$ cat src/rtl/iq_ctrl_pkg.sv
// Shared constants for the IQ sweep controller: default widths, FSM state codes
// and the averaging-depth clamp.
package iq_ctrl_pkg;

    localparam int DEF_PHASE_W  = 32;
    localparam int DEF_IQ_W     = 14;
    localparam int DEF_NPTS_W   = 12;
    localparam int DEF_SETTLE_W = 16;
    localparam int DEF_AVG_MAX  = 8;
    localparam int DEF_ACC_W    = DEF_IQ_W + DEF_AVG_MAX;

    localparam logic [1:0] ST_IDLE   = 2'd0;
    localparam logic [1:0] ST_SETTLE = 2'd1;
    localparam logic [1:0] ST_ACCUM  = 2'd2;
    localparam logic [1:0] ST_EMIT   = 2'd3;

    function automatic logic [3:0] clamp_log2(input logic [3:0] req, input int unsigned max_log2);
        return (32'(req) > max_log2) ? 4'(max_log2) : req;
    endfunction

endpackage

$ cat src/rtl/iq_sweep_controller_if.sv
// Result stream from the sweep controller: one averaged I/Q word per sweep point.
interface iq_sweep_controller_if #(
    parameter int NPTS_W = iq_ctrl_pkg::DEF_NPTS_W,
    parameter int IQ_W   = iq_ctrl_pkg::DEF_IQ_W
);
    logic                     out_valid;
    logic                     out_ready;
    logic [NPTS_W-1:0]        out_index;
    logic signed [IQ_W-1:0]   out_I;
    logic signed [IQ_W-1:0]   out_Q;

    modport master (output out_valid, out_index, out_I, out_Q, input out_ready);
    modport slave  (input out_valid, out_index, out_I, out_Q, output out_ready);
endinterface

$ cat src/rtl/iq_accumulator.sv
// I/Q sample accumulator: sums 2^sh filter-valid samples and presents the
// floor-rounded average.
module iq_accumulator
    import iq_ctrl_pkg::*;
#(
    parameter int IQ_W    = DEF_IQ_W,
    parameter int AVG_MAX = DEF_AVG_MAX
) (
    input  logic                   CLK,
    input  logic                   reset,
    input  logic                   clear,
    input  logic                   en,
    input  logic [3:0]             sh,
    input  logic signed [IQ_W-1:0] sample_i,
    input  logic signed [IQ_W-1:0] sample_q,
    output logic                   full,
    output logic signed [IQ_W-1:0] avg_i,
    output logic signed [IQ_W-1:0] avg_q
);
    localparam int ACC_WIDTH = IQ_W + AVG_MAX;
    localparam int CNT_W     = AVG_MAX + 1;

    logic signed [ACC_WIDTH-1:0] acc_i;
    logic signed [ACC_WIDTH-1:0] acc_q;
    logic [CNT_W-1:0]            cnt;
    logic [CNT_W-1:0]            target;

    assign target = CNT_W'(1) << sh;
    assign full   = (cnt == target);

    // Once full, further strobes are dropped so the sum stays exactly 2^sh samples.
    always_ff @(posedge CLK) begin
        if (reset || clear) begin
            acc_i <= '0;
            acc_q <= '0;
            cnt   <= '0;
        end else if (en && !full) begin
            acc_i <= acc_i + ACC_WIDTH'(sample_i);
            acc_q <= acc_q + ACC_WIDTH'(sample_q);
            cnt   <= cnt + CNT_W'(1);
        end
    end

    assign avg_i = IQ_W'(acc_i >>> sh);
    assign avg_q = IQ_W'(acc_q >>> sh);

endmodule

$ cat src/rtl/iq_sweep_controller.sv
// Steps the NCO phase increment through a sweep, settling and averaging I/Q at
// each point and emitting one result word per point.
//
//   state  | meaning
//   IDLE   | waiting for start; config latched on start
//   SETTLE | pipeline flush after a tuning change, samples ignored
//   ACCUM  | accumulating filter-valid I/Q samples
//   EMIT   | result presented, waiting for out_ready
module iq_sweep_controller
    import iq_ctrl_pkg::*;
#(
    parameter int PHASE_W  = DEF_PHASE_W,
    parameter int IQ_W     = DEF_IQ_W,
    parameter int NPTS_W   = DEF_NPTS_W,
    parameter int SETTLE_W = DEF_SETTLE_W,
    parameter int AVG_MAX  = DEF_AVG_MAX
) (
    input  logic                   CLK,
    input  logic                   reset,
    input  logic                   start,
    input  logic                   abort,
    input  logic [PHASE_W-1:0]     startInc,
    input  logic [PHASE_W-1:0]     stepInc,
    input  logic [NPTS_W-1:0]      numPoints,
    input  logic [SETTLE_W-1:0]    settleCycles,
    input  logic [3:0]             avgLog2,
    input  logic                   filtValid,
    input  logic signed [IQ_W-1:0] I,
    input  logic signed [IQ_W-1:0] Q,
    output logic [PHASE_W-1:0]     phaseInc,
    output logic                   busy,
    output logic                   done,
    iq_sweep_controller_if.master  res
);
    logic [1:0]            state;
    logic [PHASE_W-1:0]    phase_r;
    logic [PHASE_W-1:0]    step_r;
    logic [NPTS_W-1:0]     npts_r;
    logic [NPTS_W-1:0]     index;
    logic [SETTLE_W-1:0]   settle_r;
    logic [SETTLE_W-1:0]   settle_cnt;
    logic [3:0]            sh_r;
    logic                  done_r;
    logic                  start_go;
    logic                  acc_clear;
    logic                  acc_en;
    logic                  acc_full;
    logic signed [IQ_W-1:0] avg_i;
    logic signed [IQ_W-1:0] avg_q;

    // abort outranks both a start in IDLE and a handshake in EMIT.
    assign start_go  = (state == ST_IDLE) && start && !abort;
    assign acc_clear = start_go || ((state == ST_EMIT) && res.out_ready && !abort);
    assign acc_en    = (state == ST_ACCUM) && filtValid;

    iq_accumulator #(.IQ_W(IQ_W), .AVG_MAX(AVG_MAX)) u_acc (
        .CLK      (CLK),
        .reset    (reset),
        .clear    (acc_clear),
        .en       (acc_en),
        .sh       (sh_r),
        .sample_i (I),
        .sample_q (Q),
        .full     (acc_full),
        .avg_i    (avg_i),
        .avg_q    (avg_q)
    );

    always_ff @(posedge CLK) begin
        if (reset) begin
            state         <= ST_IDLE;
            phase_r       <= '0;
            step_r        <= '0;
            npts_r        <= '0;
            index         <= '0;
            settle_r      <= '0;
            settle_cnt    <= '0;
            sh_r          <= '0;
            done_r        <= 1'b0;
            res.out_valid <= 1'b0;
            res.out_index <= '0;
            res.out_I     <= '0;
            res.out_Q     <= '0;
        end else begin
            done_r <= 1'b0;
            if (abort && (state != ST_IDLE)) begin
                state         <= ST_IDLE;
                res.out_valid <= 1'b0;
            end else begin
                case (state)
                    ST_IDLE: begin
                        if (start_go) begin
                            step_r   <= stepInc;
                            npts_r   <= numPoints;
                            settle_r <= settleCycles;
                            sh_r     <= clamp_log2(avgLog2, AVG_MAX);
                            index    <= '0;
                            if (numPoints == '0) begin
                                done_r <= 1'b1;
                            end else begin
                                phase_r    <= startInc;
                                settle_cnt <= settleCycles;
                                state      <= ST_SETTLE;
                            end
                        end
                    end
                    ST_SETTLE: begin
                        if (settle_cnt == '0) state <= ST_ACCUM;
                        else settle_cnt <= settle_cnt - SETTLE_W'(1);
                    end
                    ST_ACCUM: begin
                        if (acc_full) begin
                            res.out_valid <= 1'b1;
                            res.out_index <= index;
                            res.out_I     <= avg_i;
                            res.out_Q     <= avg_q;
                            state         <= ST_EMIT;
                        end
                    end
                    ST_EMIT: begin
                        if (res.out_ready) begin
                            res.out_valid <= 1'b0;
                            if (index == npts_r - NPTS_W'(1)) begin
                                done_r <= 1'b1;
                                state  <= ST_IDLE;
                            end else begin
                                index      <= index + NPTS_W'(1);
                                phase_r    <= phase_r + step_r;
                                settle_cnt <= settle_r;
                                state      <= ST_SETTLE;
                            end
                        end
                    end
                    default: state <= ST_IDLE;
                endcase
            end
        end
    end

    assign phaseInc = phase_r;
    assign busy     = (state != ST_IDLE);
    assign done     = done_r;

endmodule

$ cat src/flat_wrapper.sv
// flat-port wrapper written by rule: the top's interface ports become plain ports
module iq_sweep_controller_flat import iq_ctrl_pkg::*;
#(
    parameter int PHASE_W  = DEF_PHASE_W,
    parameter int IQ_W     = DEF_IQ_W,
    parameter int NPTS_W   = DEF_NPTS_W,
    parameter int SETTLE_W = DEF_SETTLE_W,
    parameter int AVG_MAX  = DEF_AVG_MAX
)
  (CLK, reset, start, abort, startInc, stepInc, numPoints, settleCycles, avgLog2, filtValid, I, Q, phaseInc, busy, done, res_out_valid, res_out_index, res_out_I, res_out_Q, res_out_ready);
  iq_sweep_controller_if #(.NPTS_W(NPTS_W), .IQ_W(IQ_W)) res_i ();
  input  logic CLK;
  input  logic reset;
  input  logic start;
  input  logic abort;
  input  logic [PHASE_W-1:0] startInc;
  input  logic [PHASE_W-1:0] stepInc;
  input  logic [NPTS_W-1:0] numPoints;
  input  logic [SETTLE_W-1:0] settleCycles;
  input  logic [3:0] avgLog2;
  input  logic filtValid;
  input  logic signed [IQ_W-1:0] I;
  input  logic signed [IQ_W-1:0] Q;
  output logic [PHASE_W-1:0] phaseInc;
  output logic busy;
  output logic done;
  output wire logic [$bits(res_i.out_valid)-1:0] res_out_valid;
  output wire logic [$bits(res_i.out_index)-1:0] res_out_index;
  output wire logic [$bits(res_i.out_I)-1:0] res_out_I;
  output wire logic [$bits(res_i.out_Q)-1:0] res_out_Q;
  input wire logic [$bits(res_i.out_ready)-1:0] res_out_ready;
  assign res_out_valid = res_i.out_valid;
  assign res_out_index = res_i.out_index;
  assign res_out_I = res_i.out_I;
  assign res_out_Q = res_i.out_Q;
  assign res_i.out_ready = res_out_ready;
  iq_sweep_controller #(.PHASE_W(PHASE_W), .IQ_W(IQ_W), .NPTS_W(NPTS_W), .SETTLE_W(SETTLE_W), .AVG_MAX(AVG_MAX)) u_core (.CLK(CLK), .reset(reset), .start(start), .abort(abort), .startInc(startInc), .stepInc(stepInc), .numPoints(numPoints), .settleCycles(settleCycles), .avgLog2(avgLog2), .filtValid(filtValid), .I(I), .Q(Q), .phaseInc(phaseInc), .busy(busy), .done(done), .res(res_i));
endmodule
$ cat config.mk
export PLATFORM = sky130hd
export DESIGN_NAME = iq_sweep_controller_flat
export DESIGN_NICKNAME = d
export VERILOG_FILES = /design/src/rtl/iq_ctrl_pkg.sv /design/src/rtl/iq_sweep_controller_if.sv /design/src/rtl/iq_accumulator.sv /design/src/rtl/iq_sweep_controller.sv /design/src/flat_wrapper.sv
export SDC_FILE = /design/constraint.sdc
export NUM_CORES = 1
export LEC_CHECK = 0
export CORE_ASPECT_RATIO = 1.75
export CORE_MARGIN = 2
export CORE_UTILIZATION = 36
export DETAILED_ROUTE_END_ITERATION = 10
export PLACE_DENSITY = 0.56
export SLEW_MARGIN = 20
export SYNTH_ARGS = -nofsm -noshare
export SYNTH_HDL_FRONTEND = slang
export SYNTH_SLANG_ARGS = --single-unit
export TNS_END_PERCENT = 5
$ cat constraint.sdc
create_clock -name CLK -period 4.4 [get_ports CLK]
set_clock_uncertainty 0.1 [all_clocks]
set_input_delay 0.88 -clock CLK [delete_from_list [all_inputs] [get_ports CLK]]
set_output_delay 0.88 -clock CLK [all_outputs]
set_load 0.01 [all_outputs]
== Word level (Yosys, flattened, before mapping) ==
Cells that the tools add are included.

* Register bits after elaboration: 221

* Shifts and indexed selects: 3
* Reduce and logical (&&, ||, !) cells: 26
* Eq/ne operators: 12
* Bitwise operators: 1
* Magnitude comparators: 1
* Mux-type cells: 31
* Add/subtract/negate cells: 7

{| class="wikitable"
|+ Operator list
! operator !! count
|-
| 2-to-1 mux 32 bit || 4
|-
| 2-to-1 mux 16 bit || 5
|-
| one-hot mux 32 bit (2 select lines) || 1
|-
| one-hot mux 16 bit (3 select lines) || 1
|-
| adder 22 x 14 -> 22 bit || 2
|-
| >>> shifter 22 x 4 -> 14 bit || 2
|-
| 2-to-1 mux 12 bit || 3
|-
| adder 32 bit || 1
|-
| one-hot mux 12 bit (2 select lines) || 1
|-
| zero test 16 bit || 1
|-
| subtractor 16 x 1 -> 16 bit, second input constant || 1
|-
| adder 12 x 1 -> 12 bit, second input constant || 1
|-
| == test 12 bit || 1
|-
| zero test 12 bit || 1
|-
| subtractor 12 x 1 -> 12 bit, second input constant || 1
|-
| 2-to-1 mux 2 bit || 5
|-
| != test 2 bit, second input constant || 5
|-
| AND reduction 5 bit || 2
|-
| adder 9 x 1 -> 9 bit, second input constant || 1
|-
| == test 9 bit || 1
|-
| AND reduction 3 bit || 3
|-
| << shifter 1 x 4 -> 9 bit, first input constant || 1
|-
| one-hot mux 2 bit (4 select lines) || 1
|-
| logical AND 1 bit || 7
|-
| 16 further kinds || 29
|}

== Depth between registers and ports, before layout ==
* Word-level depth: 5
* Mapped depth: 13

== By module ==
A second synthesis with hierarchy kept.

* Cell total of the unflattened synthesis: 1912
* Area total of the unflattened synthesis: 14891.8 um^2

{| class="wikitable"
|+ By module, submodules not included
! module !! sequential area each (um^2) !! area each (um^2) !! cells each !! times used
|-
| iq_sweep_controller || 3363.2 || 8795.9 || 1113 || 1
|-
| iq_accumulator || 1061.0 || 6095.8 || 799 || 1
|}

== Least setup slack after synthesis ==
Ideal clock, no wire load.

* Kind: input -> register
* From: in I[0]
* To: reg u_core.u_acc.acc_i[20]
* Path slack: 652 ps
* Path buffers: 0
* Cell stages on the path: 12
* Arrival: 3561 ps
* Cell sequence: ha_1 > inv_1 > fa_1 > nor2b_1 > o21a_1 > o21ai_0 > a2111oi_0 > nor3_1 > o41ai_1 > a31oi_1 > xor2_1 > o31ai_1

* Word-level cells in the longest chain between the ends: 1

{| class="wikitable"
|+ Ends and longest elaborated chain
! element !! line !! text
|-
| start: declaration || flat_wrapper.sv:22 || <nowiki>input logic signed [IQ_W-1:0] I;</nowiki>
|-
| adder 22 x 14 -> 22 bit || iq_accumulator.sv:38 || <nowiki>acc_i <= acc_i + ACC_WIDTH'(sample_i);</nowiki>
|-
| end signal: assignment || iq_accumulator.sv:38 ||
|-
| end: declaration || iq_accumulator.sv:23 || <nowiki>logic signed [ACC_WIDTH-1:0] acc_i;</nowiki>
|}

No other way between the ends.
A chain may end at the register's enable or synchronous reset.

== Final worst setup path ==
* From: in I[0]
* To: reg u_core.u_acc.acc_i[18]

Same word-level chain as after synthesis.

==> key figures <==
Floorplanning
  – Die height: 270 um
  – Starting density of the core: a little over a third
  – Die width: around 160 um
  – Die footprint: between 40,000 and 50,000 um^2
  – Rows: 97
  – I/O pin total: a little over 200
  – Core area: around 40,000 um^2

Synth
  – Seq cells post-synth: ~220
  – Synth async-reset ratio: 0%
  – Synth unique cells: 78
  – Mapped Area: approximately 15,000 um^2
  – Top_reg_cell synth: dfxtp_1
  – Syn avg cell area: around 7.7 um^2
  – Warnings, synthesis: 0
  – Number of flops mapped to enable cells by yosys: 0
  – Syn Inst Count: roughly 1,900
  – Mapped Nets: ~2,100
  – Register area share after synthesis: around 30%

Global route
  – Initial antenna violation count: 0
  – Largest net degree at the start of global routing: 76
  – GRT Total Usage: a little over a fifth
  – Vias in the first global route: between 10,000 and 15,000
  – First-pass GRT wire length: slightly above 70,000 um
  – Global route overflow: 0

Power
  – Leak Pwr: approximately 6.7 nW
  – Tot Pwr: 6.91 mW
  – Max VDD drop: ~0.0002 V
  – P per Cell Area: ~390 nW/um^2

Timing
  – Post-route worst setup slack: ~0.57 ns
  – Final Hold Fails: 0
  – TNS Setup: 0 ns
  – Max-slew violation count: 0
  – Final period util: 87.1%
  – Worst-margin pin slew: approximately 1.2 ns
  – Relative slew slack: between 20% and 30%
  – Final setup fails: 0
  – Maximum clock frequency: about 260 MHz
  – Fin crit period: 3.83 ns
  – RSZ-0062 raised after global routing: false
  – Min Hold Slack: 0.354 ns

Worst setup path
  – Worst EP required: 4.77 ns
  – Crit path max fanout: 4
  – Crit. Startpoint: I[0]
  – CP Launch Type: input pin
  – Critical path class: in -> reg
  – CP Capture Type: flip-flop
  – Worst r2r src: u_core.phaseInc[0]$_SDFFE_PP0P_
  – Reg2reg path depth: 12
  – CP endpoint: u_core.u_acc.acc_i[18]$_SDFFE_PP0P_
  – FF-to-FF End: u_core.phaseInc[30]$_SDFFE_PP0P_
  – Reg2reg setup slack: 0.71 ns
  – Crit path DAT: 4.20 ns

Clocking
  – Clk_lat worst skew: 0.55 ns
  – CTS tree: built
  – Clk sinks: approximately 220
  – Clock Tree Buf Depth: 3
  – Post-CTS Setup Inserts: 0
  – Num CTS Buffers: 25
  – Root Buffer: clkbuf_16
  – CTS Hold Bufs: 0
  – Gates resized, CTS repair: 0
  – Clock transition at path regs: approximately 0.07 ns
  – H-tree Lvls: 1

Finish
  – Total Nets Final: around 2,300
  – # fillers: between 3,000 and 4,000
  – Area Overhead vs Synth: 23.0%
  – Core Util, Final: between 40 and 50%
  – Layout cells sized above 1: 6.64%
  – Final Instance Area: 17,900 um^2
  – Post-Layout Cell Count: 2,557
  – Ant. Diodes: 0
  – Multi-input logic area: between 9000 and 10,000 um^2
  – Reg area: roughly 4400 um^2

Placed design
  – Gpl congestion: about 0.85
  – Final HPWL DP: about 33,000 um
  – Placed insts: roughly 2,500
  – Placed inst area: around 17,000 um^2
  – Port Buf Inserts: a little over 200
  – Setup WS pre-CTS: around 0.053 ns

Worst hold path
  – Worst hold path class: reg -> reg

Drt
  – Drt pass-1 iters: 5
  – Vias: 14,000
  – DR WL/cell: between 15 and 20 um
  – Routed vias/inst: 5.47
  – Post-Route WL: approximately 45,000 um
  – Initial DRC Count: 838
  – Residual DRC count: 0
  – Remaining antenna violation count after routing: 0

Status
  – Status: completed

Run
  – MaxCap Viol Count: 0
## logic make-up after synthesis
| logic type | synth area share, % |
|---|---|
| simple gates | 22.8 |
| fa+ha+maj | 7.48 |
| flops | 30.5 |
| xor+xnor | 5.01 |
| mux | 7.26 |
| buf+inv | 4.15 |
| compound gates | 22.8 |
## layer usage
layer	GRT usage [%]	vias to the layer above	wire length, um
li1	-	7079	-
met2	41.0	294	24400
met5	0	-	6
met1	22.2	6532	17200
met4	7.27	2	1430
met3	2.62	71	1960
## power by group
group | internal (mW) | switching [mW]
Combinational | 0.932 | 1.31
Clock | 1.35 | 0.920
Sequential | 2.20 | 0.200
## Yosys cell counts (all sizes together), types with 20 or more instances
master	n	area (um^2)
buf	24	115
nor3	48	257
a211oi	50	375
mux2	20	225
xor2	31	272
clkbuf	91	342
a21oi	219	1100
nand3	31	155
o211ai	22	165
a21o	24	180
mux2i	58	581
nor2	156	586
inv	38	143
nand2	366	1370
xnor2	52	455
dfxtp	221	4420
ha	82	1030
o21ai	84	424
## worst max-delay path, stage by stage
cell and delay [ns]:
clkdlybuf4s50_1 0.46, ha_1 0.18, inv_1 0.06, fa_1 0.37, nor2b_1 0.16, o21a_1 0.15
o21ai_0 0.17, a2111oi_0 0.49, buf_4 0.20, nor3_1 0.07, o41ai_1 0.48, buf_4 0.19
xor2_1 0.14, nand2_1 0.07, a21oi_1 0.14
## final cells by class
class / instances / area share (%)
repair buffers: 234 / 12.7
well taps: 495 / 3.47
flip-flops and latches: 221 / 24.8
clock buffers: 31 / 3.85
inverters: 39 / 0.820
multi-input cells: 1523 / 53.3
clock inverters: 14 / 1.04
## state kept, by name (all words and copies together), names as in the netlist
signal	cells
u_core.step_r	32
u_core.done	1
u_core.settle_cnt	16
u_core.phaseInc	32
u_core.u_acc.cnt	9
u_core.state	2
u_core.npts_r	12
u_core.index	12
u_core.res.out_valid	1
u_core.u_acc.acc_i	22
u_core.res.out_Q	14
u_core.u_acc.acc_q	22
u_core.res.out_index	12
u_core.res.out_I	14
u_core.sh_r	4
u_core.settle_r	16
## worst min-delay path by stage
stage / from / to / slack, ns / cells past startpoint
global placement: u_core.settle_r[11]$_SDFFE_PP0P_ / u_core.settle_r[11]$_SDFFE_PP0P_ / 0.34 / 2
CTS: u_core.res.out_I[7]$_SDFFE_PP0P_ / u_core.res.out_I[7]$_SDFFE_PP0P_ / 0.36 / 2
global route: u_core.settle_r[14]$_SDFFE_PP0P_ / u_core.settle_r[14]$_SDFFE_PP0P_ / 0.37 / 2
detailed placement: u_core.res.out_I[7]$_SDFFE_PP0P_ / u_core.res.out_I[7]$_SDFFE_PP0P_ / 0.35 / 2
floorplan: u_core.settle_r[0]$_SDFFE_PP0P_ / u_core.settle_r[0]$_SDFFE_PP0P_ / 0.34 / 2
finish: u_core.res.out_I[7]$_SDFFE_PP0P_ / u_core.res.out_I[7]$_SDFFE_PP0P_ / 0.35 / 2
## placed cells by master, fill, tap and decap left out, types with 50 or more instances in the layout
cell             netlist  layout
o21ai_0               83      83
xnor2_1               52      52
a21oi_1              219     218
mux2i_1               58      58
nor2_1               156     155
clkdlybuf4s50_1        0     203
a211oi_1              50      50
dfxtp_1              221     220
ha_1                  82      81
nand2_1              366     365
No activity file was read; power rests on OpenSTA's default activity.
